===== src/rtl/issueq_req_ctrl.sv =====
// Requester side of the 32-entry issue-queue select tree: tracks per-entry
// valid/operand readiness, allocates on dispatch, applies wakeups, retires grants.
module issueq_req_ctrl #(
  parameter int DEPTH = 32,
  parameter int IDX_W = 5,
  parameter int TAG_W = 7
) (
  input  logic             clk_i,
  input  logic             rst_ni,
  input  logic             flush_i,
  input  logic             disp_vld_i,
  output logic             disp_rdy_o,
  input  logic [TAG_W-1:0] disp_src0_tag_i,
  input  logic             disp_src0_rdy_i,
  input  logic [TAG_W-1:0] disp_src1_tag_i,
  input  logic             disp_src1_rdy_i,
  output logic [IDX_W-1:0] disp_idx_o,
  input  logic             wake0_vld_i,
  input  logic [TAG_W-1:0] wake0_tag_i,
  input  logic             wake1_vld_i,
  input  logic [TAG_W-1:0] wake1_tag_i,
  output logic [DEPTH-1:0] req_vec_o,
  input  logic             grant_vld_i,
  input  logic [IDX_W-1:0] grant_idx_i,
  output logic [IDX_W:0]   free_cnt_o,
  output logic             grant_err_o
);

  logic [DEPTH-1:0] valid_q;
  logic [DEPTH-1:0] src0_rdy_q;
  logic [DEPTH-1:0] src1_rdy_q;
  logic [TAG_W-1:0] src0_tag_q [DEPTH];
  logic [TAG_W-1:0] src1_tag_q [DEPTH];
  logic [IDX_W:0]   free_cnt_q;
  logic             grant_err_q;

  logic [IDX_W-1:0] alloc_idx;
  logic             alloc_found;
  logic [DEPTH-1:0] wake_src0;
  logic [DEPTH-1:0] wake_src1;
  logic             disp_src0_rdy;
  logic             disp_src1_rdy;
  logic             disp_acc;
  logic             grant_hit;

  assign req_vec_o   = valid_q & src0_rdy_q & src1_rdy_q;
  assign disp_rdy_o  = (free_cnt_q != '0);
  assign disp_idx_o  = alloc_idx;
  assign free_cnt_o  = free_cnt_q;
  assign grant_err_o = grant_err_q;

  assign disp_acc  = disp_vld_i & disp_rdy_o & ~flush_i;
  assign grant_hit = grant_vld_i & req_vec_o[grant_idx_i];

  // Lowest-index free entry, taken from pre-edge state so a same-cycle grant
  // never hands its slot to the concurrent dispatch.
  always_comb begin
    alloc_idx   = '0;
    alloc_found = 1'b0;
    for (int i = 0; i < DEPTH; i++) begin
      if (!valid_q[i] && !alloc_found) begin
        alloc_idx   = IDX_W'(i);
        alloc_found = 1'b1;
      end
    end
  end

  always_comb begin
    wake_src0 = '0;
    wake_src1 = '0;
    for (int i = 0; i < DEPTH; i++) begin
      wake_src0[i] = (wake0_vld_i && wake0_tag_i == src0_tag_q[i]) ||
                     (wake1_vld_i && wake1_tag_i == src0_tag_q[i]);
      wake_src1[i] = (wake0_vld_i && wake0_tag_i == src1_tag_q[i]) ||
                     (wake1_vld_i && wake1_tag_i == src1_tag_q[i]);
    end
    disp_src0_rdy = disp_src0_rdy_i ||
                    (wake0_vld_i && wake0_tag_i == disp_src0_tag_i) ||
                    (wake1_vld_i && wake1_tag_i == disp_src0_tag_i);
    disp_src1_rdy = disp_src1_rdy_i ||
                    (wake0_vld_i && wake0_tag_i == disp_src1_tag_i) ||
                    (wake1_vld_i && wake1_tag_i == disp_src1_tag_i);
  end

  // Grant clears after wakeup so a wakeup landing on a retiring entry is lost.
  always_ff @(posedge clk_i or negedge rst_ni) begin
    if (!rst_ni) begin
      valid_q     <= '0;
      src0_rdy_q  <= '0;
      src1_rdy_q  <= '0;
      free_cnt_q  <= (IDX_W+1)'(DEPTH);
      grant_err_q <= 1'b0;
    end else if (flush_i) begin
      valid_q     <= '0;
      src0_rdy_q  <= '0;
      src1_rdy_q  <= '0;
      free_cnt_q  <= (IDX_W+1)'(DEPTH);
      grant_err_q <= 1'b0;
    end else begin
      src0_rdy_q <= src0_rdy_q | (valid_q & wake_src0);
      src1_rdy_q <= src1_rdy_q | (valid_q & wake_src1);
      if (grant_hit) begin
        valid_q[grant_idx_i]    <= 1'b0;
        src0_rdy_q[grant_idx_i] <= 1'b0;
        src1_rdy_q[grant_idx_i] <= 1'b0;
      end
      if (disp_acc) begin
        valid_q[alloc_idx]    <= 1'b1;
        src0_rdy_q[alloc_idx] <= disp_src0_rdy;
        src1_rdy_q[alloc_idx] <= disp_src1_rdy;
      end
      free_cnt_q  <= free_cnt_q - (IDX_W+1)'(disp_acc) + (IDX_W+1)'(grant_hit);
      grant_err_q <= grant_vld_i & ~req_vec_o[grant_idx_i];
    end
  end

  // Tags need no reset; they are only consulted while the entry is valid.
  always_ff @(posedge clk_i) begin
    if (disp_acc) begin
      src0_tag_q[alloc_idx] <= disp_src0_tag_i;
      src1_tag_q[alloc_idx] <= disp_src1_tag_i;
    end
  end

endmodule


===== config.mk =====
export PLATFORM = sky130hd
export DESIGN_NAME = issueq_req_ctrl
export DESIGN_NICKNAME = d
export VERILOG_FILES = /design/src/rtl/issueq_req_ctrl.sv
export SDC_FILE = /design/constraint.sdc
export NUM_CORES = 1
export LEC_CHECK = 0
export CORE_UTILIZATION = 40
export DETAILED_ROUTE_END_ITERATION = 16
export GPL_ROUTABILITY_DRIVEN = 0
export PLACE_DENSITY_LB_ADDON = 0.12
export SLEW_MARGIN = 20
export SYNTH_ARGS = -nofsm -noshare
export SYNTH_HDL_FRONTEND = slang
export SYNTH_SLANG_ARGS = --single-unit
export TNS_END_PERCENT = 5

===== constraint.sdc =====
create_clock -name clk_i -period 9.9 [get_ports clk_i]
set_input_delay 2.475 -clock clk_i [delete_from_list [all_inputs] [get_ports clk_i]]
set_output_delay 2.475 -clock clk_i [all_outputs]
set_load 0.02 [all_outputs]

==> impl_metrics.env <==
export IMPL_status="complete, no violations"
export IMPL_antenna_found_initial=3
export IMPL_crit_start="valid_q[9]$_DFF_PN0_"
export IMPL_setup_violations=0
export IMPL_clockRootBuffer="clkbuf_16"
export IMPL_seq_area_frac_synth_pct=52.08
export IMPL_drive_above_1_share_pct=8.060
export IMPL_hold_class="reg -> reg"
export IMPL_drt_vias_per_instance=5.756
export IMPL_wl_per_cell_um=28.51
export IMPL_mostFrequentLayoutCell="xnor2_1"
export IMPL_synth_main_ff_cell="edfxtp_1"
export IMPL_endpoint="disp_idx_o[0]"
export IMPL_row_count=101
export IMPL_syn2layout_area_growth_pct=12.69
export IMPL_slowest_delay_ns=0.76
export IMPL_drv_cap=0
export IMPL_cts_tree="built"
export IMPL_finalClockSkew_ns=0.02883
export IMPL_cts_sinks=551
export IMPL_fp_dieH_um=279.4
export IMPL_grt_overflow=0
export IMPL_synth_top_area_cell="edfxtp_1"
export IMPL_start_kind="register"
export IMPL_hold_viol_final=0
export IMPL_via_count=21940
export IMPL_rsz0062_at_grt="no"
export IMPL_remaining_drc_errors=0
export IMPL_vdd_ir_drop_max_v=0.0001211
export IMPL_cts_buffers=66
export IMPL_synth_seq_cells=551
export IMPL_most_common_layout_cells="xnor2_1, edfxtp_1, xor2_1"
export IMPL_grt_pass1_vias=22120
export IMPL_core_mm2=0.07608
export IMPL_path_max_fanout=16
export IMPL_tightest_slew_ns=1.147
export IMPL_timing_final_crit_share_pct=63.06
export IMPL_max_freq_mhz=160.2
export IMPL_arrival_ns=3.77
export IMPL_initial_core_util_pct=40.46
export IMPL_synth_nets=2732
export IMPL_htree_levels=3
export IMPL_synth_edf_count=448
export IMPL_die_area_mm2=0.07807
export IMPL_ys_warn_count=0
export IMPL_grt_pass1_wl_um=155700
export IMPL_clk_pin_slew_ns=0.06
export IMPL_crit_buf_inv=2
export IMPL_critPathKind="reg -> out"
export IMPL_synth_area_leaders="edfxtp_1, xnor2_1, xor2_1"
export IMPL_p_per_area_mw_per_mm2=160.5
export IMPL_cts_setup_buffers=0
export IMPL_timing_final_ws_setup_ns=3.657
export IMPL_syn_area_per_cell_um2=11.48
export IMPL_synth_distinct_cells=75
export IMPL_port_buffers=86
export IMPL_routed_wl_um=108700
export IMPL_clock_path_buffers=3
export IMPL_r2r_end="src0_tag_q[25][1]$_DFFE_PP_"
export IMPL_synth_top_area_share_pct=43.70
export IMPL_tns_ns=0
export IMPL_synth_area_mm2=0.03078
export IMPL_worst_r2r_setup_slack_ns=5.45
export IMPL_cp_end_kind="primary output"
export IMPL_crit_chain="and4_1 > nand3_1 > nor4_4 > a21bo_1 > and2_1 > inv_4 > clkdlybuf4s50_1"
export IMPL_ctsResizeCount=0
export IMPL_syn_inst=2681
export IMPL_worstReg2RegStart="free_cnt_o[5]$_DFF_PN1_"
export IMPL_synthArstFlopShare_pct=18.69
export IMPL_grt_util_all_layers_pct=27.73
export IMPL_pre_cts_slack_ns=3.254
export IMPL_max_slew_margin_pct=23.50
export IMPL_cp_num_cells=7
export IMPL_place_area_mm2=0.03263
export IMPL_totalPowerFinal_mw=5.569
export IMPL_ant_nets=0
export IMPL_slew_viol_final=0
export IMPL_layout_nets=2778
export IMPL_drt_iter0_markers=1860
export IMPL_fin_area_mm2=0.03469
export IMPL_pin_count=87
export IMPL_clk_latency_ns=0.62
export IMPL_hold_buffers=0
export IMPL_grt_max_degree=77
export IMPL_die_width_um=279.4
export IMPL_hpwlAfterDp_um=66160
export IMPL_rr_worst_depth=10
export IMPL_path_delay_family="simple AND/OR/NAND/NOR gates"
export IMPL_slowest_stage="clkdlybuf4s50_1"
export IMPL_leakage_nw=11.81
export IMPL_finalWorstPathRequiredPeriod_ns=6.243
export IMPL_required_ns=7.43
export IMPL_dr_pass1_iters=6
[logic make-up (layout without fill, tap and decap cells)]
family,after synthesis,in the layout,synth area share (%)
xor+xnor,928,928,26.40
other cells,0,3,0
compound gates,293,293,5.731
fa+ha+maj,9,9,0.3902
buf+inv,210,308,2.874
simple gates,675,675,12.03
flops,551,551,52.08
mux,15,15,0.4918
[where the power goes]
group | switching [mW] | total (mW) | leakage, nW | internal (mW)
logic | 0.449 | 0.668 | 5.34 | 0.218
registers | 0.0233 | 2.56 | 5.46 | 2.54
clock network | 0.986 | 2.34 | 1.01 | 1.36
total | 1.46 | 5.57 | 11.8 | 4.11
[worst min-delay path by stage]
stage,startpoint,end,slack [ns],depth (start not counted)
6_report,src1_rdy_q[31]$_DFF_PN0_,src1_rdy_q[31]$_DFF_PN0_,0.58,3
5_1_grt,src1_rdy_q[31]$_DFF_PN0_,src1_rdy_q[31]$_DFF_PN0_,0.63,3
4_1_cts,src0_rdy_q[19]$_DFF_PN0_,src0_rdy_q[19]$_DFF_PN0_,0.58,3
3_5_place_dp,src0_rdy_q[19]$_DFF_PN0_,src0_rdy_q[19]$_DFF_PN0_,0.57,3
3_3_place_gp,src0_rdy_q[19]$_DFF_PN0_,src0_rdy_q[19]$_DFF_PN0_,0.55,3
2_1_floorplan,src0_rdy_q[23]$_DFF_PN0_,src0_rdy_q[23]$_DFF_PN0_,0.54,3
[sequential cells by signal, indices dropped and copies added (netlist names)]
| signal | flops |
|---|---|
| src0_tag_q | 224 |
| src1_rdy_q | 32 |
| src1_tag_q | 224 |
| grant_err_o | 1 |
| free_cnt_o | 6 |
| valid_q | 32 |
| src0_rdy_q | 32 |
[cell type report]
class | instances | area, µm²
Antenna cell | 3 | 7.507
Clock buffer | 85 | 1743
Clock inverter | 35 | 305.3
Fill cell | 6953 | 41390
Inverter | 44 | 167.7
Multi-Input combinational cell | 1920 | 13970
Sequential cell | 551 | 16030
Tap cell | 1030 | 1289
Timing Repair Buffer | 144 | 1179
[worst min-delay path: cells and delay by family (launching register included)]
kind / cells / cell delay (ns)
DFF: 1 / 0.34
and+or+nand+nor: 1 / 0.05
AOI/OAI and AO/OA: 2 / 0.15
[routing by layer]
layer	track usage [%]	up-vias	wire (µm)
li1	-	9624	-
met1	36.22	11370	46950
met2	46.66	715	52380
met3	3.753	231	5198
met4	10.70	2	4130
met5	0	-	13
[per-stage QoR]
step                utilization (%)  hold WS, ns  std cells
finish                        45.60       0.5839       3812
global route                  45.59       0.6276       3809
CTS                           45.58       0.5839       3809
detailed placement            42.89       0.5710       3689
global placement              42.89       0.5523       3689
floorplan                         -       0.5381       2681
[synth_stat cells, types with 3 or more instances]
cell type and n:
a2111o_1 6, a21o_1 23, a21oi_1 88, a22oi_1 4
a31o_2 3, a31oi_1 3, a41oi_1 7, and2_1 9
and3_1 31, and4_1 3, buf_1 43, buf_2 34
buf_6 5, clkbuf_1 77, clkbuf_2 5, dfrtp_1 102
edfxtp_1 448, ha_1 8, inv_1 41, mux2i_1 14
nand2_1 93, nand2b_1 8, nand3_1 59, nand4_1 216
nor2_1 134, nor2b_1 9, nor3_1 5, nor4_1 71
nor4_2 4, nor4_4 3, o211ai_1 6, o21ai_0 109
o21ai_1 7, o21bai_1 3, o22ai_1 8, o31ai_1 4
o32ai_1 4, or2_2 9, or3_1 6, or4_1 4
xnor2_1 543, xor2_1 385
Power figures use the tool's default switching activity.
